[config.mk]
export PLATFORM = sky130hd
export DESIGN_NAME = ndma_desc_fetch
export DESIGN_NICKNAME = d
export VERILOG_FILES = /design/src/rtl/ndma_desc_fetch.sv
export SDC_FILE = /design/constraint.sdc
export NUM_CORES = 1
export LEC_CHECK = 0
export CORE_MARGIN = 5
export CORE_UTILIZATION = 40
export CTS_BUF_LIST = sky130_fd_sc_hd__clkbuf_8
export CTS_CLUSTER_SIZE = 14
export DETAILED_ROUTE_END_ITERATION = 6
export DONT_BUFFER_PORTS = 1
export GPL_TIMING_DRIVEN = 1
export SYNTH_ARGS = -nofsm -noshare
export SYNTH_HDL_FRONTEND = slang
export SYNTH_SLANG_ARGS = --single-unit
[constraint.sdc]
create_clock -name clk_i -period 6.5 [get_ports clk_i]
set_input_delay 1.95 -clock clk_i [delete_from_list [all_inputs] [get_ports clk_i]]
set_output_delay 1.95 -clock clk_i [all_outputs]
set_load 0.01 [all_outputs]
[src/rtl/ndma_desc_fetch.sv]
// ndma_desc_fetch
// ---------------
// Descriptor-chain front end for the nDMA engine. Walks a linked list of
// 4-word descriptors {src, dst, len, next} over a dedicated OBI read
// manager. Each legal descriptor is programmed into the nDMA config port
// (src, dst, len, then a start write). The block then waits for the core's
// completion interrupt before following the next pointer.
//
// Ports
//   clk_i, rst_ni          : clock, synchronous active-low reset
//   start_i, head_addr_i   : start a chain walk at head_addr_i (IDLE only)
//   abort_i                : stop the walk at the next safe point
//   busy_o                 : high whenever not IDLE
//   chain_done_o, err_o    : single-cycle completion / illegal-length pulses
//   desc_cnt_o             : descriptors completed since the last start
//   desc_mgr_*             : OBI read manager for descriptor fetches
//   cfg_*                  : config write port into the nDMA core
//   tx_done_irq_i          : transfer-complete indication from the core
//
// All outputs come straight from flops; next values are computed from the
// next state so that requests appear in the first cycle of FETCH/CFG.

module ndma_desc_fetch #(
  parameter int unsigned MaxTxSize = 256,
  parameter logic [31:0] CfgBase   = 32'h0
) (
  input  logic        clk_i,
  input  logic        rst_ni,
  input  logic        start_i,
  input  logic [31:0] head_addr_i,
  input  logic        abort_i,
  output logic        busy_o,
  output logic        chain_done_o,
  output logic        err_o,
  output logic [15:0] desc_cnt_o,
  output logic        desc_mgr_req_o,
  output logic [31:0] desc_mgr_addr_o,
  output logic        desc_mgr_we_o,
  output logic [3:0]  desc_mgr_be_o,
  output logic [31:0] desc_mgr_wdata_o,
  input  logic        desc_mgr_gnt_i,
  input  logic        desc_mgr_rvalid_i,
  input  logic [31:0] desc_mgr_rdata_i,
  output logic        cfg_req_o,
  output logic        cfg_we_o,
  input  logic        cfg_gnt_i,
  output logic [31:0] cfg_addr_o,
  output logic [31:0] cfg_wdata_o,
  input  logic        cfg_rvalid_i,
  input  logic        tx_done_irq_i
);

  typedef enum logic [2:0] {
    IDLE,
    FETCH,
    FWAIT,
    CHECK,
    CFG,
    CWAIT,
    XFER
  } state_e;

  state_e      state_q, state_d;
  logic [31:0] ptr_q, ptr_d;
  logic [1:0]  widx_q, widx_d;
  logic [1:0]  cidx_q, cidx_d;
  logic [31:0] src_q, src_d;
  logic [31:0] dst_q, dst_d;
  logic [31:0] len_q, len_d;
  logic [31:0] next_q, next_d;
  logic        abort_q, abort_d;
  logic [15:0] cnt_q, cnt_d;
  logic        busy_q, busy_d;
  logic        done_q, done_d;
  logic        err_q, err_d;
  logic        dreq_q, dreq_d;
  logic [31:0] daddr_q, daddr_d;
  logic        creq_q, creq_d;
  logic [31:0] caddr_q, caddr_d;
  logic [31:0] cwdata_q, cwdata_d;

  logic        abort_seen;
  logic        len_bad;

  // Constant ties on the read manager and config port.
  assign desc_mgr_we_o    = 1'b0;
  assign desc_mgr_be_o    = 4'hF;
  assign desc_mgr_wdata_o = 32'h0;
  assign cfg_we_o         = 1'b1;

  assign busy_o          = busy_q;
  assign chain_done_o    = done_q;
  assign err_o           = err_q;
  assign desc_cnt_o      = cnt_q;
  assign desc_mgr_req_o  = dreq_q;
  assign desc_mgr_addr_o = daddr_q;
  assign cfg_req_o       = creq_q;
  assign cfg_addr_o      = caddr_q;
  assign cfg_wdata_o     = cwdata_q;

  always_comb begin
    state_d = state_q;
    ptr_d   = ptr_q;
    widx_d  = widx_q;
    cidx_d  = cidx_q;
    src_d   = src_q;
    dst_d   = dst_q;
    len_d   = len_q;
    next_d  = next_q;
    cnt_d   = cnt_q;
    done_d  = 1'b0;
    err_d   = 1'b0;

    // A pending abort includes one arriving this very cycle so that an
    // abort in XFER takes effect on the next edge.
    abort_seen = abort_q | abort_i;
    len_bad    = (len_q == 32'd0) || (len_q > MaxTxSize);

    case (state_q)
      IDLE: begin
        if (start_i) begin
          ptr_d   = head_addr_i & ~32'h3;
          widx_d  = 2'd0;
          cnt_d   = 16'd0;
          state_d = FETCH;
        end
      end
      FETCH: begin
        if (desc_mgr_gnt_i) state_d = FWAIT;
      end
      FWAIT: begin
        if (desc_mgr_rvalid_i) begin
          case (widx_q)
            2'd0:    src_d  = desc_mgr_rdata_i;
            2'd1:    dst_d  = desc_mgr_rdata_i;
            2'd2:    len_d  = desc_mgr_rdata_i;
            default: next_d = desc_mgr_rdata_i;
          endcase
          if (widx_q == 2'd3) begin
            state_d = CHECK;
          end else begin
            widx_d  = widx_q + 2'd1;
            state_d = abort_seen ? IDLE : FETCH;
          end
        end
      end
      CHECK: begin
        // An illegal length wins over a pending abort so the error is seen.
        if (len_bad) begin
          err_d   = 1'b1;
          state_d = IDLE;
        end else begin
          cidx_d  = 2'd0;
          state_d = abort_seen ? IDLE : CFG;
        end
      end
      CFG: begin
        if (cfg_gnt_i) state_d = CWAIT;
      end
      CWAIT: begin
        if (cfg_rvalid_i) begin
          if (cidx_q == 2'd3) begin
            state_d = XFER;
          end else begin
            cidx_d  = cidx_q + 2'd1;
            state_d = abort_seen ? IDLE : CFG;
          end
        end
      end
      XFER: begin
        // The running transfer is left alone on abort; a completion that
        // lands in the same cycle is still counted.
        if (tx_done_irq_i) cnt_d = cnt_q + 16'd1;
        if (abort_seen) begin
          state_d = IDLE;
        end else if (tx_done_irq_i) begin
          if (next_q == 32'd0) begin
            done_d  = 1'b1;
            state_d = IDLE;
          end else begin
            ptr_d   = next_q & ~32'h3;
            widx_d  = 2'd0;
            state_d = FETCH;
          end
        end
      end
      default: state_d = IDLE;
    endcase

    // Abort is only remembered while busy and is forgotten on entering IDLE,
    // which also drops an abort that coincides with start.
    if (state_d == IDLE || state_q == IDLE) begin
      abort_d = 1'b0;
    end else begin
      abort_d = abort_seen;
    end

    busy_d   = (state_d != IDLE);
    dreq_d   = (state_d == FETCH);
    daddr_d  = dreq_d ? (ptr_d + {28'd0, widx_d, 2'b00}) : 32'h0;
    creq_d   = (state_d == CFG);
    caddr_d  = creq_d ? (CfgBase + {28'd0, cidx_d, 2'b00}) : 32'h0;
    cwdata_d = 32'h0;
    if (creq_d) begin
      case (cidx_d)
        2'd0:    cwdata_d = src_d;
        2'd1:    cwdata_d = dst_d;
        2'd2:    cwdata_d = len_d;
        default: cwdata_d = 32'h1;
      endcase
    end
  end

  always_ff @(posedge clk_i) begin
    if (!rst_ni) begin
      state_q  <= IDLE;
      ptr_q    <= 32'h0;
      widx_q   <= 2'd0;
      cidx_q   <= 2'd0;
      src_q    <= 32'h0;
      dst_q    <= 32'h0;
      len_q    <= 32'h0;
      next_q   <= 32'h0;
      abort_q  <= 1'b0;
      cnt_q    <= 16'd0;
      busy_q   <= 1'b0;
      done_q   <= 1'b0;
      err_q    <= 1'b0;
      dreq_q   <= 1'b0;
      daddr_q  <= 32'h0;
      creq_q   <= 1'b0;
      caddr_q  <= 32'h0;
      cwdata_q <= 32'h0;
    end else begin
      state_q  <= state_d;
      ptr_q    <= ptr_d;
      widx_q   <= widx_d;
      cidx_q   <= cidx_d;
      src_q    <= src_d;
      dst_q    <= dst_d;
      len_q    <= len_d;
      next_q   <= next_d;
      abort_q  <= abort_d;
      cnt_q    <= cnt_d;
      busy_q   <= busy_d;
      done_q   <= done_d;
      err_q    <= err_d;
      dreq_q   <= dreq_d;
      daddr_q  <= daddr_d;
      creq_q   <= creq_d;
      caddr_q  <= caddr_d;
      cwdata_q <= cwdata_d;
    end
  end

endmodule
---- Yosys cells after proc, flatten, opt, wreduce, memory -nomap -nowiden ----
Index checks and enable logic that the tools add are counted.
storage, ports and cells
  bits in registers ....................... 285
  bits of input ports ..................... 73
  output and inout port bits .............. 155
operators by class
  add/sub/neg operators ................... 4
  magnitude comparators ................... 1
  eq/ne operators ......................... 16
  mux-type cells .......................... 45
  bitwise gates (word level) .............. 5
  reductions and logical operators ........ 18
operators with widths
  operator                                                         count
  2-to-1 mux 32 bit                                                13
  one-hot mux 32 bit (3 select lines)                              1
  logical NOT 32 bit                                               2
  one-hot mux 32 bit (2 select lines)                              1
  adder 32 x 4 -> 32 bit                                           1
  greater-than comparator 32 x 9 -> 1 bit (second input constant)  1
  2-to-1 mux 16 bit                                                2
  one-hot mux 16 bit (2 select lines)                              1
  2-to-1 mux 3 bit                                                 10
  one-hot mux 3 bit (7 select lines)                               1
  2-to-1 mux 2 bit                                                 10
  adder 16 x 1 -> 16 bit (second input constant)                   1
  equality test 3 bit (second input constant)                      4
  equality test 2 bit (second input constant)                      4
  equality test 3 x 1 -> 1 bit (second input constant)             2
  equality test 3 x 2 -> 1 bit (second input constant)             2
  logical NOT 3 bit                                                2
  one-hot mux 2 bit (3 select lines)                               1
  AND reduction 2 bit                                              3
  AND reduction 3 bit                                              2
  adder 2 x 1 -> 2 bit (second input constant)                     2
  equality test 2 x 1 -> 1 bit (second input constant)             2
  logical NOT 2 bit                                                2
  2-to-1 mux 1 bit                                                 4
  other kinds (10)                                                 15

---- Longest topological paths before layout ----
  depth in word-level cells ............... 8
  mapped depth ............................ 16
  gate-level depth less buffers ........... 13

---- Worst setup path before layout ----
OpenSTA, ideal clock, no wires.
  path kind ............................... in2reg
  start point ............................. input start_i
  end point ............................... register daddr_q[29], in the netlist desc_mgr_addr_o[29]
  library setup time ...................... 0.078 ns
  arrival ................................. 5.155 ns
  required time ........................... 6.422 ns
  slack ................................... 1.267 ns
  cell stages on the path ................. 15
  path through ............................ or3b_2 > a21oi_1 > and3_1 > a21oi_4 > buf_4 > buf_2 > a222oi_1 > inv_1 > ha_1 > a21o_1 > nand3_1 > nor4_4 > nand3_4 > o31a_1 > nor3_1
between the ends
  elaborated cells between the ends (all ways) .. 9
  classes of those cells .................. 1 x add/sub; 1 x eq/ne; 6 x mux; 1 x reduce/logical
RTL lines
  what                                 line  text
  start, declared                      29    input logic start_i,
  2-to-1 mux 32 bit                    121   if (start_i) begin
  one-hot mux 32 bit (2 select lines)  119   case (state_q)
  named net ptr_d[3]                   64    logic [31:0] ptr_q, ptr_d;
  adder 32 x 4 -> 32 bit               200   daddr_d = dreq_d ? (ptr_d + {28'd0, widx_d, 2'b00}) : 32'h0;
  end signal, assigned                 249   daddr_q <= daddr_d;
  end, declared                        77    logic [31:0] daddr_q, daddr_d;
The timed path passes the listed nets, and every way through them passes these cells.
A chain may end at the register's enable or synchronous reset.

---- Worst setup path after layout ----
Ends and elaborated chain as after synthesis.

==> out/metrics.csv <==
metric,value,unit
outcome,finished clean,
layout.nets,1316,
ys_seq_area_share,47.9,%
synth-seq-cells,255,
dp_cells,1527,
number_of_global_route_vias_before_repair,7966,
cp-start-kind,primary input,
antenna_found_initial,0,
worst_pin_slew,1.08,ns
dr.first_iter.drc_count,753,
detail-route-antenna-nets,0,
clk_latency,0.58,ns
grt_util_all_layers,18.2,%
maximum_number_of_pins_on_one_net_before_global_route_repair,68,
cts-root-buf,sky130_fd_sc_hd__clkbuf_8,
cts_resized,0,
post_drt_via_cell_ratio,5.35,
port_buffers,0,
clock_sinks,255,
antennaDiodeCount,0,
drc,0,
worst_case_setup_margin_in_the_final_layout,1.57,ns
cp.arrival,5.39,ns
grt_pass1_wl,45300,µm
pwr_density_cell,291,mW/mm²
hold_viol_final,0,
die_w,173,µm
cpPeakStageDelay,0.59,ns
power.static_leakage,4.45,nW
fmax,0.203,GHz
regArea,0.00510,mm²
path_class,primary input to flip-flop,
cts_buffer_depth,3,
core_area,0.0261,mm²
timing.critical_path.cells,or3b_2 > a21oi_1 > and3_1 > a21oi_4 > a222oi_1 > inv_1 > ha_1 > a21o_1 > nand3_1 > nor4_4 > nand3_4 > o31a_1 > nor3_1,
first_pass_iters,7,
routed_wire_length_per_instance,17.9,µm
post_cts.repair.setup_buffers,0,
die-area,0.0300,mm²
fin_cells,1611,
layout-drive-gt1-share,9.25,%
drv_slew,0,
setup_violations,0,
synth_top_area_share,47.9,%
worstSetupEndpointType,flip-flop,
nFillCells,2612,
multi_input_area,0.00496,mm²
area.growth.synth_to_final,9.44,%
final_clock_period_utilization_by_the_worst_path,75.8,%
clock_tree_from_tritoncts,built,
critPathMaxFanout,28,
final_cell_utilization_of_the_core,44.6,%
design_power_total,3.39,mW
post_synth_main_area_contributors,"sky130_fd_sc_hd__dfxtp_1, sky130_fd_sc_hd__nand2_1, sky130_fd_sc_hd__a21oi_1",
die_h,173,µm
count_of_unique_library_cells_instantiated_by_yosys,66,
drv_cap,0,
clk_pin_slew_worst_paths,0.06,ns
synthDominantAreaCellType,sky130_fd_sc_hd__dfxtp_1,
finalHoldWorstSlack,0.455,ns
crit_slowest_cell,sky130_fd_sc_hd__nor4_4,
critPathRequiredTime,6.96,ns
grt_remaining_overflow,0,
wirelength,28800,µm
fin_tns_setup,0,ns
globalplace.congestion,0.861,
ios,228,
initial_utilization,40.7,%
cts_hold_repair.buffers,0,
post-route-cell-area,0.0117,mm²
post-place-ws,1.03,ns
normalized_max_slew_margin,27.8,%
worst_ir_drop_vdd,0.119,mV
cts_max_level,2,
grt_setup_unrepaired,no,
fin_skew,0.0424,ns
detailedPlacementHpwl,19700,µm
syn-instance-count,1253,
ys_dominant_reg_cell,sky130_fd_sc_hd__dfxtp_1,
vias,8624,
number_of_enable_flip_flop_cells_after_synthesis,0,
yosysWarnings,0,
postSynth.asyncResetShare,0,%
core.rowCount,59,
hold_class,flip-flop to flip-flop,
synth_area,0.0106,mm²
cts_buffers,45,
period_minus_slack,4.93,ns
placedInstanceArea,0.0107,mm²
mean_post_synth_cell_area,8.50,µm²
[cells by family after synthesis]
logic type | count (synthesis) | share of synthesized area [%]
adder cells (fa/ha/maj) | 4 | 0.541
other | 2 | 0.0705
flip-flops | 255 | 47.9
multiplexers | 36 | 3.42
AND/OR/NAND/NOR | 506 | 21.6
XOR/XNOR | 24 | 1.97
AO/OA/AOI/OAI | 268 | 16.3
buffers and inverters | 158 | 8.07
[placed cells by master (no fill, tap or decap), drive strengths merged, types with 4 or more instances in the layout]
cell    netlist  final
dfxtp       255    255
nand2       232    232
nor2        135    135
a21oi       122    122
conb          2     68
clkbuf       65     56
o22ai        34     34
mux2i        33     33
o32ai        31     31
nor4         24     24
nor3         23     23
nand3        23     23
inv          14     23
a222oi       17     17
buf          79     17
o21ai        17     17
clkinv        0     15
and3         14     14
and2         14     14
xnor2        13     13
xor2         11     11
or3          10     10
a22oi         9      9
nand4         8      8
o211ai        6      6
a21o          6      6
a22o          5      5
nor3b         5      5
o21a          4      4
[worst paths after layout]
| kind | start | endpoint | slack, ns | depth (start not counted) |
|---|---|---|---|---|
| worst min register to register | src_q[3]$_SDFF_PN0_ | src_q[3]$_SDFF_PN0_ | 0.45 | 2 |
| worst min-delay path | src_q[3]$_SDFF_PN0_ | src_q[3]$_SDFF_PN0_ | 0.45 | 2 |
| worst max-delay path | start_i | desc_mgr_addr_o[29]$_SDFF_PN0_ | 1.57 | 13 |
| worst max register to register | next_q[26]$_SDFFE_PN0P_ | desc_mgr_addr_o[16]$_SDFF_PN0_ | 2.00 | 13 |
[layout make-up]
class	instances	share of cell area [%]
Tap cell	335	3.60
Clock buffer	56	6.62
Multi-Input combinational cell	906	42.5
Sequential cell	255	43.8
Clock inverter	28	1.86
Timing Repair Buffer	17	1.10
Inverter	14	0.473
[worst max-delay path, delay by kind of cell]
family | cells | cell delay (ns)
buffers and inverters | 1 | 0.14
AOI/OAI and AO/OA | 5 | 1.20
adders and majority gates | 1 | 0.30
and+or+nand+nor | 6 | 1.80
[registers in the layout, summed over array words and instances (netlist names)]
register,count
cfg_wdata_o,32
desc_mgr_addr_o,32
dst_q,32
len_q,32
next_q,32
ptr_q,32
src_q,32
desc_cnt_o,16
state_q,3
cfg_addr_o,2
cidx_q,2
widx_q,2
abort_q,1
busy_o,1
cfg_req_o,1
chain_done_o,1
desc_mgr_req_o,1
err_o,1
[per-layer routing]
metal / share of wire, % / vias up / global-route usage (%)
met5: 0 / - / 0
met2: 44 / 301 / 27.5
li1: - / 4241 / -
met3: 7.9 / 46 / 5.11
met1: 46 / 4036 / 25.3
met4: 2.0 / 0 / 5.89
[Yosys cell counts (all sizes together) (11+ instances only)]
cell type / number
buf: 79
o22ai: 34
dfxtp: 255
mux2i: 33
nand3: 23
o21ai: 17
a21oi: 122
a222oi: 17
and2: 14
nor4: 24
xor2: 11
clkbuf: 65
nor2: 135
nor3: 23
o32ai: 31
nand2: 232
inv: 14
xnor2: 13
and3: 14
[report_power, final]
part	leakage [nW]	switching (mW)	internal [mW]
registers	2.06	0.0200	1.59
clock network	0.550	0.678	0.907
logic	1.84	0.130	0.0595
total	4.45	0.828	2.56
Note: power is estimated with default switching activity, not from simulation.
